### config.mk
export PLATFORM = sky130hd
export DESIGN_NAME = ifetch_unit
export DESIGN_NICKNAME = d
export VERILOG_FILES = /design/src/rtl/ifetch_unit.sv
export SDC_FILE = /design/constraint.sdc
export NUM_CORES = 1
export LEC_CHECK = 0
export ABC_AREA = 1
export CAP_MARGIN = 25
export CORE_ASPECT_RATIO = 0.75
export CORE_MARGIN = 2
export CORE_UTILIZATION = 47
export DETAILED_ROUTE_END_ITERATION = 8
export HOLD_SLACK_MARGIN = 0.08
export PLACE_DENSITY_LB_ADDON = 0.1
export SLEW_MARGIN = 20
export SYNTH_ARGS = -nofsm -noshare
export SYNTH_HDL_FRONTEND = slang
export SYNTH_SLANG_ARGS = --single-unit
### constraint.sdc
create_clock -name clk -period 6.7 [get_ports clk]
set_clock_uncertainty 0.1 [all_clocks]
set_input_delay 1.675 -clock clk [delete_from_list [all_inputs] [get_ports clk]]
set_output_delay 1.675 -clock clk [all_outputs]
set_load 0.005 [all_outputs]
### src/rtl/ifetch_unit.sv
// Instruction fetch: issues in-order word fetches, pairs responses with their PCs and buffers them for decode.
// Latency: request to fd_valid is 2 cycles minimum; a full buffer or an unready decode stalls issue, and a redirect flushes.
module ifetch_unit #(
  parameter logic [31:0] RESET_PC = 32'h0000_0000,
  parameter int          DEPTH    = 2
) (
  input  logic        clk,
  input  logic        reset,
  output logic        imem_req,
  output logic [31:0] imem_addr,
  input  logic        imem_rvalid,
  input  logic [31:0] imem_rdata,
  output logic        fd_valid,
  input  logic        fd_ready,
  output logic [31:0] fd_instr,
  output logic [31:0] fd_pc,
  input  logic        redirect,
  input  logic [31:0] redirect_pc
);
  localparam int PW = $clog2(DEPTH);
  localparam int CW = PW + 1;
  localparam int OW = CW + 1;
  localparam logic [OW-1:0] DEPTH_W = OW'(DEPTH);

  logic [31:0]   pc_q, pc_d;
  logic [CW-1:0] out_cnt_q, out_cnt_d;
  logic [CW-1:0] drop_cnt_q, drop_cnt_d;
  logic [CW-1:0] cnt_q, cnt_d;
  logic [PW-1:0] head_q, head_d, tail_q, tail_d;
  logic [PW-1:0] ifq_wr_q, ifq_wr_d, ifq_rd_q, ifq_rd_d;

  logic [31:0] buf_instr_q [DEPTH];
  logic [31:0] buf_pc_q    [DEPTH];
  logic [31:0] ifq_pc_q    [DEPTH];

  logic          issue, rsp, wr, pop;
  logic [OW-1:0] occ;

  // Occupancy counts in-flight fetches plus buffered entries, so every response always has a slot.
  assign occ      = {1'b0, out_cnt_q} + {1'b0, cnt_q};
  assign issue    = reset & ~redirect & (occ < DEPTH_W);
  assign rsp      = imem_rvalid & (out_cnt_q != '0);
  assign wr       = rsp & (drop_cnt_q == '0) & ~redirect;
  assign fd_valid = (cnt_q != '0);
  assign pop      = fd_valid & fd_ready & ~redirect;

  assign imem_req  = issue;
  assign imem_addr = pc_q;
  assign fd_instr  = fd_valid ? buf_instr_q[head_q] : '0;
  assign fd_pc     = fd_valid ? buf_pc_q[head_q]    : '0;

  always_comb begin
    pc_d       = pc_q;
    out_cnt_d  = out_cnt_q;
    drop_cnt_d = drop_cnt_q;
    cnt_d      = cnt_q;
    head_d     = head_q;
    tail_d     = tail_q;
    ifq_wr_d   = ifq_wr_q;
    ifq_rd_d   = ifq_rd_q;

    if (issue) begin
      pc_d     = pc_q + 32'd4;
      ifq_wr_d = ifq_wr_q + PW'(1);
    end
    // The PC queue pops on every accepted response, dropped or not, so it stays aligned across redirects.
    if (rsp) ifq_rd_d = ifq_rd_q + PW'(1);
    out_cnt_d = out_cnt_q + CW'(issue) - CW'(rsp);

    if (redirect) begin
      pc_d       = redirect_pc & 32'hFFFF_FFFC;
      drop_cnt_d = out_cnt_q - CW'(rsp);
      cnt_d      = '0;
      head_d     = '0;
      tail_d     = '0;
    end else begin
      if (rsp && (drop_cnt_q != '0)) drop_cnt_d = drop_cnt_q - CW'(1);
      if (wr)  tail_d = tail_q + PW'(1);
      if (pop) head_d = head_q + PW'(1);
      cnt_d = cnt_q + CW'(wr) - CW'(pop);
    end
  end

  always_ff @(posedge clk or negedge reset) begin
    if (!reset) begin
      pc_q       <= RESET_PC;
      out_cnt_q  <= '0;
      drop_cnt_q <= '0;
      cnt_q      <= '0;
      head_q     <= '0;
      tail_q     <= '0;
      ifq_wr_q   <= '0;
      ifq_rd_q   <= '0;
    end else begin
      pc_q       <= pc_d;
      out_cnt_q  <= out_cnt_d;
      drop_cnt_q <= drop_cnt_d;
      cnt_q      <= cnt_d;
      head_q     <= head_d;
      tail_q     <= tail_d;
      ifq_wr_q   <= ifq_wr_d;
      ifq_rd_q   <= ifq_rd_d;
    end
  end

  // Storage needs no reset: entries are only read once the count or in-flight counter says they are valid.
  always_ff @(posedge clk) begin
    if (wr) begin
      buf_instr_q[tail_q] <= imem_rdata;
      buf_pc_q[tail_q]    <= ifq_pc_q[ifq_rd_q];
    end
    if (issue) ifq_pc_q[ifq_wr_q] <= pc_q;
  end

endmodule

==> reports/metrics.cfg <==
[worst_setup_path]
critPathMaxFanout = 30
crit_chain = clkdlybuf4s50_1 -> inv_8 -> nand3_4 -> inv_2 -> clkdlybuf4s50_1
crit_family = buffers and inverters
crit_path_end_kind = primary output
worstSetupPathType = in -> out
crit_top_cell = clkdlybuf4s50_1
slowest_delay_ns = 0.62
slowest_stage = clkdlybuf4s50_1
crit_required_ns = 4.93
start_kind = input port
worstPathArrival_ns = 3.65
path_buf_inv = 4

[route]
avgViaCountPerCell = 4.98
drtIter0Drc = 475
vias = 6653
drc = 0
first_pass_iters = 6
ant_nets = 0
wl_per_cell_um = 16.2
wirelength_um = 21700

[sta]
max_freq_mhz = 184
hold_viol_final = 0
setup_slack_ns = 1.28
rsz0062_at_grt = false
finalSetupViolations = 0
max_slew_margin_pct = 39.5
finalCritPeriodShare_pct = 80.9
worst_pin_slew_ns = 0.906
hold_slack_ns = 0.434
maxSlewViolCount = 0
tns_ns = 0
min_period_ns = 5.42

[layout]
seq_area_mm2 = 0.00653
fin_area_mm2 = 0.0123
fill_cells = 1688
multi_input_area_mm2 = 0.00266
fin_cells = 1337
diodes = 0
post-route-util_pct = 61.2
syn_to_final_growth_pct = 28.6
finalNetCount = 1138
drive_gt1_share_pct = 7.14

[outcome]
status = finished, final reports clean

[synthesis]
ys_types = 34
synth_top_flop_cell = edfxtp_1
syn_inst = 900
synth_top_area_share_pct = 57.8
yosys_warnings = 0
synthesis.area_mm2 = 0.00956
synth_top_area_cell = edfxtp_1
seq_area_frac_synth_pct = 68.3
synthArstFlopShare_pct = 17.9
synth_common_cells = nand2_1, edfxtp_1, a21oi_1
postSynthAreaPerCell_um2 = 10.6
yosysMostFrequentCell = nand2_1
synth_area_leaders = edfxtp_1, nand2_1, dfrtp_1
synth_edf_count = 184
synth-seq-cells = 224

[global_route]
grt_pass1_vias = 6167
grt_pass1_wl_um = 34300
grt-ovfl-total = 0
grt_use_total_pct = 20.7
antenna_found_initial = 0
grt_max_degree = 63

[cts]
cts_resized = 0
clkLatencyLatePin_ns = 0.51
htreeDepth = 1
cts_setup_buffers = 0
cts.sink_count = 224
clockBufferDepth = 3
clk_pin_slew_ns = 0.06
clockRootBuffer = clkbuf_16
cts-buffers-inserted = 23
cts_tree = done
hold_buffers = 0

[floorplan]
die_area_mm2 = 0.0215
pin_count = 167
die_width_um = 169
die_y_um = 128
rows = 45
start_util_pct = 47.6
coreArea_mm2 = 0.0201

[flow_run]
drv_cap = 0

[power_and_ir_drop]
total_power_mw = 4.40
p_int_mw = 3.11
p_switching_mw = 1.28
p_leak_nw = 4.74
p_sw_share_pct = 29.2
seqPwrFrac_pct = 43.6
clkPwrFrac_pct = 32.1
power_density_mw_per_mm2 = 358
power_frac_comb_pct = 24.2
ir_worst_vdd_mv = 0.253

[place]
dp.cells = 1294
dp_hpwl_um = 14000
post_dp_cell_area_mm2 = 0.0114
port-buffer-count = 160
dp_slack_ns = 1.29
globalplace.congestion = 0.885

[worst_hold_path]
min_path_type = reg -> reg

-- worst min-delay path: cells and delay by family, from the launching register on --
| family | cells | cell delay (ns) |
|---|---|---|
| DFF | 1 | 0.32 |
| and+or+nand+nor | 2 | 0.11 |
-- flip-flops by register name, indices dropped and copies added (netlist names) --
name	cells
buf_instr_q	64
ifq_rd_q	1
imem_addr	30
tail_q	1
out_cnt_q	2
ifq_wr_q	1
head_q	1
cnt_q	2
ifq_pc_q	60
drop_cnt_q	2
buf_pc_q	60
-- cell usage in the layout (no fill, tap or decap), types with 2 or more instances in the layout --
master	instances
nor2_2	6
xnor2_1	3
o22ai_1	2
nor2_4	7
edfxtp_1	184
o21bai_1	6
clkinv_2	5
clkbuf_1	2
inv_2	3
nand3_1	49
conb_1	4
inv_1	51
clkbuf_8	3
buf_12	2
a21oi_1	63
clkdlybuf4s50_1	159
ha_1	6
clkbuf_16	23
nand2_1	357
nor2_1	38
xor2_1	6
inv_6	2
o21ai_0	18
o21ai_1	3
dfrtp_1	39
nand2_2	2
nand2_4	2
o211ai_1	5
buf_4	9
bufinv_16	6
a22oi_1	2
-- path summary, 6_finish.rpt --
kind / from / endpoint / slack [ns] / cells past startpoint
max: redirect / imem_req / 1.28 / 5
min: ifq_pc_q[0][20] / buf_pc_q[0][20] / 0.43 / 2
max reg2reg: cnt_q[0] / ifq_pc_q[1][30] / 4.09 / 6
min reg2reg: ifq_pc_q[0][20] / buf_pc_q[0][20] / 0.43 / 2
max in group asynchronous: reset / head_q / 4.92 / 2
min in group asynchronous: reset / imem_addr[5] / 1.19 / 2
-- layer usage --
metal | vias up | track usage [%] | routed length [um]
li1 | 3326 | - | -
met1 | 3112 | 30.6 | 10000
met2 | 185 | 33.3 | 10100
met3 | 30 | 2.70 | 1170
met4 | 0 | 4.21 | 392
met5 | - | 0 | 0
-- final cells by class --
| cell class | count | area share [%] |
|---|---|---|
| inverter | 55 | 1.74 |
| clock inverter | 14 | 1.84 |
| clock buffer | 28 | 5.08 |
| tap | 258 | 2.63 |
| sequential | 224 | 53.1 |
| timing repair buffer | 172 | 14.0 |
| multi-input combinational | 586 | 21.6 |
-- power by group through the flow --
stage               clock network (mW)  registers (mW)  logic (mW)
floorplan                            0            1.90       0.571
global placement                     0            1.94        1.06
detailed placement                   0            1.95        1.08
CTS                               1.44            1.92        1.08
global route                      1.49            1.94        1.21
finish                            1.41            1.92        1.06
-- logic make-up (layout without fill, tap and decap cells) --
family                   Yosys count  count (layout)  share of synthesized area (%)
AO/OA/AOI/OAI                     99              99                           5.55
XOR/XNOR                           9               9                          0.825
adder cells (fa/ha/maj)            7               7                          0.995
buffers and inverters             93             269                           4.39
flip-flops                       224             224                           68.3
other                              1               4                         0.0392
AND/OR/NAND/NOR                  467             467                           19.9
Note: power is estimated with default switching activity, not from simulation.
